[src/rtl/washer_timer.sv]
// Washing-machine phase timer: one-second prescaler, seconds countdown and
// done/busy/error flags. Define WASHER_TIMER_FAST_SIM_EN to drop the prescaler.
module washer_timer #(
  parameter int TICK_DIV = 50000000,
  parameter int T_MED    = 600,
  parameter int T_HIGH   = 900,
  parameter int T_SPIN   = 300
) (
  input  logic        i_clk,
  input  logic        i_rst_n,
  input  logic [1:0]  i_timer_sel,
  input  logic        i_timer_en,
  input  logic        i_pause,
  output logic        o_timer_done,
  output logic        o_timer_busy,
  output logic        o_timer_err,
  output logic [15:0] o_remain
);

  typedef enum logic [1:0] {IDLE, COUNT, EXPIRE, HOLD} state_t;

  state_t      r_state, w_state_nxt;
  logic [1:0]  r_sel, w_sel_nxt;
  logic [15:0] r_remain, w_remain_nxt;
  logic        r_err, w_err_nxt;
  logic        r_done, r_busy;
  logic        w_tick;
  logic        w_load;

  function automatic logic [15:0] sel_duration(input logic [1:0] sel);
    case (sel)
      2'b01:   sel_duration = 16'(T_MED);
      2'b10:   sel_duration = 16'(T_HIGH);
      default: sel_duration = 16'(T_SPIN);
    endcase
  endfunction

`ifdef WASHER_TIMER_FAST_SIM_EN
  assign w_tick = ~i_pause;
`else
  localparam logic [25:0] LP_WRAP = 26'(TICK_DIV - 1);
  logic [25:0] r_presc;

  // Prescaler restarts on every (re)load so a new duration always gets full seconds.
  always_ff @(posedge i_clk) begin
    if (!i_rst_n) begin
      r_presc <= '0;
    end else if (w_load || (w_state_nxt != COUNT)) begin
      r_presc <= '0;
    end else if (!i_pause) begin
      r_presc <= (r_presc == LP_WRAP) ? 26'd0 : r_presc + 26'd1;
    end
  end

  assign w_tick = ~i_pause && (r_presc == LP_WRAP);
`endif

  // Abort beats a select change, which beats the tick.
  always_comb begin
    w_state_nxt  = r_state;
    w_sel_nxt    = r_sel;
    w_remain_nxt = r_remain;
    w_err_nxt    = r_err;
    w_load       = 1'b0;
    case (r_state)
      IDLE: begin
        w_err_nxt    = 1'b0;
        w_remain_nxt = 16'd0;
        if (i_timer_en) begin
          if (i_timer_sel == 2'b00) begin
            w_state_nxt = HOLD;
            w_err_nxt   = 1'b1;
          end else begin
            w_state_nxt  = COUNT;
            w_sel_nxt    = i_timer_sel;
            w_remain_nxt = sel_duration(i_timer_sel);
            w_load       = 1'b1;
          end
        end
      end
      COUNT: begin
        if (!i_timer_en) begin
          w_state_nxt  = IDLE;
          w_remain_nxt = 16'd0;
          w_err_nxt    = 1'b0;
        end else if (i_timer_sel != r_sel) begin
          if (i_timer_sel == 2'b00) begin
            w_state_nxt  = HOLD;
            w_remain_nxt = 16'd0;
            w_err_nxt    = 1'b1;
          end else begin
            w_sel_nxt    = i_timer_sel;
            w_remain_nxt = sel_duration(i_timer_sel);
            w_load       = 1'b1;
          end
        end else if (w_tick) begin
          if (r_remain <= 16'd1) begin
            w_state_nxt  = EXPIRE;
            w_remain_nxt = 16'd0;
          end else begin
            w_remain_nxt = r_remain - 16'd1;
          end
        end
      end
      EXPIRE: begin
        w_state_nxt  = HOLD;
        w_remain_nxt = 16'd0;
      end
      HOLD: begin
        w_remain_nxt = 16'd0;
        if (!i_timer_en) begin
          w_state_nxt = IDLE;
          w_err_nxt   = 1'b0;
        end
      end
      default: begin
        w_state_nxt  = IDLE;
        w_remain_nxt = 16'd0;
        w_err_nxt    = 1'b0;
      end
    endcase
  end

  // Flags are registered from the next state so they line up with it.
  always_ff @(posedge i_clk) begin
    if (!i_rst_n) begin
      r_state  <= IDLE;
      r_sel    <= 2'b00;
      r_remain <= 16'd0;
      r_err    <= 1'b0;
      r_done   <= 1'b0;
      r_busy   <= 1'b0;
    end else begin
      r_state  <= w_state_nxt;
      r_sel    <= w_sel_nxt;
      r_remain <= w_remain_nxt;
      r_err    <= w_err_nxt;
      r_done   <= (w_state_nxt == EXPIRE);
      r_busy   <= (w_state_nxt == COUNT);
    end
  end

  assign o_timer_done = r_done;
  assign o_timer_busy = r_busy;
  assign o_timer_err  = r_err;
  assign o_remain     = r_remain;

endmodule
[config.mk]
export PLATFORM = sky130hd
export DESIGN_NAME = washer_timer
export DESIGN_NICKNAME = d
export VERILOG_FILES = /design/src/rtl/washer_timer.sv
export SDC_FILE = /design/constraint.sdc
export NUM_CORES = 1
export LEC_CHECK = 0
export ABC_AREA = 1
export CAP_MARGIN = 20
export CORE_ASPECT_RATIO = 1.1
export CORE_MARGIN = 2
export CORE_UTILIZATION = 35
export DETAILED_ROUTE_END_ITERATION = 16
export HOLD_SLACK_MARGIN = 0.15
export PLACE_DENSITY = 0.55
export SYNTH_ARGS = -nofsm -noshare
export SYNTH_HDL_FRONTEND = slang
export SYNTH_SLANG_ARGS = --single-unit
[constraint.sdc]
create_clock -name i_clk -period 2 [get_ports i_clk]
set_input_delay 0.2 -clock i_clk [delete_from_list [all_inputs] [get_ports i_clk]]
set_output_delay 0.2 -clock i_clk [all_outputs]
set_load 0.005 [all_outputs]
==> run summary <==
The number of enable flip-flop cells after synthesis is 0, and the global-route wire length before repair is 14.2 mm. The floorplan step set the die width to 96.9 um. Summing the sequential cell areas from Yosys gives 29.5% of the chip area. The count of inserted antenna diode cells is 0.

Setup violations remaining at the end of the flow were counted as 0. The tools report the number of distinct library cell variants in the gate-level netlist after synthesis as 43. The minimum period implied by the final worst setup slack is 1750 ps, and the share of layout cells above drive strength 1 is 10.7%. In this run the worst path has a maximum fanout of 7.

Including well taps, the total number of placed cells is 661. The final standard cell count with taps included and fillers excluded is 668. Global routing used 29.7% of the available met2 tracks. For the worst clock skew, the log shows 14.5 ps. Global routing used 2.56% of the available met3 tracks. For the arrival time at the worst endpoint, the log shows 1950 ps. The maximum achievable frequency came out at 571 MHz. During I/O placement, the number of pins put on the boundary was 25.

The run finished with clean final reports. The worst path uses 87.6% of the clock period. The height of the die is 106 um.

Data on the critical path is required at its endpoint by 2200 ps. Sorting the synthesized cells by area gives the leading types as sky130_fd_sc_hd__dfxtp_1 30%, sky130_fd_sc_hd__nand2_1 13%, sky130_fd_sc_hd__nor2_1 8.9%, sky130_fd_sc_hd__inv_1 8.6%, sky130_fd_sc_hd__nand3_1 8.3%. The clock-pin slew on the worst setup and hold paths works out to 100 ps. The average instance area after synthesis was 6.47 um^2. The worst register-to-register path ends at o_timer_busy. The tools report the total negative setup slack as 0 ps. TritonCTS built the clock tree. The top cell type's share of synthesized area is 29.5%.

The min-delay analysis places its worst path in the category flip-flop to flip-flop. Buffers added to address setup during post-CTS repair amount to 0. In this run the number of H-tree levels came out at 2. After legalization and detailed placement, the total HPWL measured 6.51 mm. The tools report the aggregate routed wire length as 8.28 mm. Leaving out fill and tap cells, the most frequent cells in the layout are 113 x sky130_fd_sc_hd__nand2_1, 78 x sky130_fd_sc_hd__nor2_1, 76 x sky130_fd_sc_hd__inv_1, 55 x sky130_fd_sc_hd__nand3_1, 49 x sky130_fd_sc_hd__dfxtp_1.

The quantity of I/O buffers inserted on ports is 24, and the insertion delay to the later sink of the worst-skew pair is 310 ps. The worst setup path is captured at a flip-flop. In the routed design, unresolved DRC markers number 0. After detailed routing, the average wire length per cell comes to 12.4 um. The final count of hold timing violations was 0.

The total via count after detailed routing was 3241; the number of cells traversed by the worst register-to-register path was 10. Global routing used 16.6% of the available tracks across all layers. The depth of the worst hold-timing path was 2. Across the run, the number of max-cap violations was 0. In this run the most critical hold path is launched from o_timer_err.

Before antenna repair, the detailed router went through 4 iterations. The tools report the number of max-slew violations in the final report as 0. The number of nets in the finished design is 566, and the number of placement rows is 37. The number of warnings reported in the yosys synthesis log was 0. At the pin with the least slew margin, the transition time is 436 ps.

Entering global routing, the biggest net connects 26 pins. The congestion estimate from routability-driven global placement came to 0.921. The power density of the placed cells is 563 nW/um^2.

The tools report the met1 capacity usage during global routing as 20.2%. The path with the worst hold slack has its endpoint at o_timer_err. The global routing stage identified its most utilized layer as met2. Counting flops with an async set or reset pin after synthesis yields a share of 0%. The area growth from synthesis to layout is 17.4%. The worst setup path is launched from a flip-flop. The die covers 10300 um^2. Counting along the longest clock path gives a buffer depth of 2. After technology mapping, the gate count stands at 513. The analysis attributes to cell leakage a power of 1.63 nW.

Summed over all instances, the cell type with the most area after synthesis is sky130_fd_sc_hd__dfxtp_1. Counting the buffers created by CTS gives 5. Once the floorplan was initialized, standard cells occupied 35.7% of the core. The critical path class was flip-flop to flip-flop. The number of synthesized register bits was 49; the average via count per standard cell was 4.85. The tools report the maximum vdd drop as 222 uV. Once detail routing completed, the nets flagged for antenna violations numbered 0. The run gives 3169 as the via count of the first global-routing pass. The number of DRC violations after detailed-routing iteration 0 was 118; the post-synthesis net count was 528. The tools report the buffer cell driving the clock tree root as sky130_fd_sc_hd__clkbuf_8. The worst setup slack for register-to-register paths was 250 ps.

The core region is 9310 um^2. The number of sinks driven by the clock tree was 49; the global route total overflow was 0. The initial antenna violation count was 0; the max-slew headroom at the worst pin was 70.9%.

Leaving out fill and tap cells, the most frequent cell in the layout is sky130_fd_sc_hd__nand2_1. The worst flop-to-flop path startpoint is r_presc[0]. Setup repair after global routing left no endpoint under its margin. The cell area that synthesis handed to floorplanning was 3320 um^2. The most used flip-flop cell after synthesis is sky130_fd_sc_hd__dfxtp_1. The filler cells instantiated in the layout total 969.
[kinds of logic after synthesis]
group | Yosys count | share of synthesized area (%)
and+or+nand+nor | 300 | 43.4
xor gates and xnor gates | 11 | 2.90
DFF | 49 | 29.5
AOI/OAI and AO/OA | 55 | 9.53
buffers and inverters | 89 | 11.2
adders and majority gates | 9 | 3.39
[cell usage after synthesis (all sizes together) (9+ instances only)]
library cell  count
nand2           119
inv              80
nor3             12
buf               9
nor2             88
a21oi            24
o21ai            21
ha                9
nand3            59
nand4            15
xor2              9
dfxtp            49
[flip-flops by register name, summed over array words and instances, names as in the netlist]
register      flops
r_presc          26
o_timer_err       1
r_sel             2
r_state           2
o_remain         16
o_timer_busy      1
o_timer_done      1
[per-layer routing]
layer  wire length (um)  up-vias
met3                252       14
met5                  0        -
met2               4060       66
li1                   -     1715
met4                170        0
met1               3790     1446
[worst max path at each step]
stage | slack (ps) | to | cells after the start | startpoint
floorplan | 420 | r_presc[11] | 10 | o_remain[0]
CTS | 90 | o_timer_busy | 10 | r_presc[0]
global placement | 90 | o_timer_busy | 9 | i_pause
finish | 250 | o_timer_busy | 10 | r_presc[0]
global route | 50 | r_presc[19] | 10 | r_presc[0]
detailed placement | 30 | r_presc[8] | 7 | i_timer_sel[1]
[stage by stage]
stage,hold WS (ps),setup slack (ps),power (mW),util [%],cell area (um^2)
2_1_floorplan,338,422,1.36,-,3320
3_3_place_gp,480,87.0,1.51,40.7,3780
3_5_place_dp,477,34.8,1.51,40.7,3780
4_1_cts,499,86.2,2.22,41.8,3890
5_1_grt,521,45.9,2.32,41.9,3900
6_report,492,248,2.19,41.9,3900
[what timing repair did]
| item | CTS | global route |
|---|---|---|
| endpoints found under the setup margin | 0 | 5 |
| resized for setup | 0 | 3 |
| hold buffers | 0 | 0 |
[cell type report]
class	instances	area (um^2)	share of cell area (%)
sequential	49	981	25.2
clock inverter	2	35.0	0.898
multi-input combinational	375	1980	50.8
timing repair buffer	40	385	9.88
inverter	80	303	7.76
tap	117	146	3.75
clock buffer	5	68.8	1.76
[where the power goes]
group | leakage (nW) | internal (mW) | switching [mW]
clock | 0.0540 | 0.365 | 0.345
combinational | 1.18 | 0.193 | 0.262
sequential | 0.397 | 1.00 | 0.0279
[critical path, stage by stage (launching register included)]
cell and delay [ps]:
sky130_fd_sc_hd__dfxtp_1 390, sky130_fd_sc_hd__ha_1 200, sky130_fd_sc_hd__inv_1 70, sky130_fd_sc_hd__nor2_4 130, sky130_fd_sc_hd__nand2_2 110, sky130_fd_sc_hd__nor2_4 160
sky130_fd_sc_hd__nand2_4 120, sky130_fd_sc_hd__nor2_2 170, sky130_fd_sc_hd__nand3_1 130, sky130_fd_sc_hd__nand3_1 110, sky130_fd_sc_hd__nor2_1 60
(Power assumes the default switching activity.)
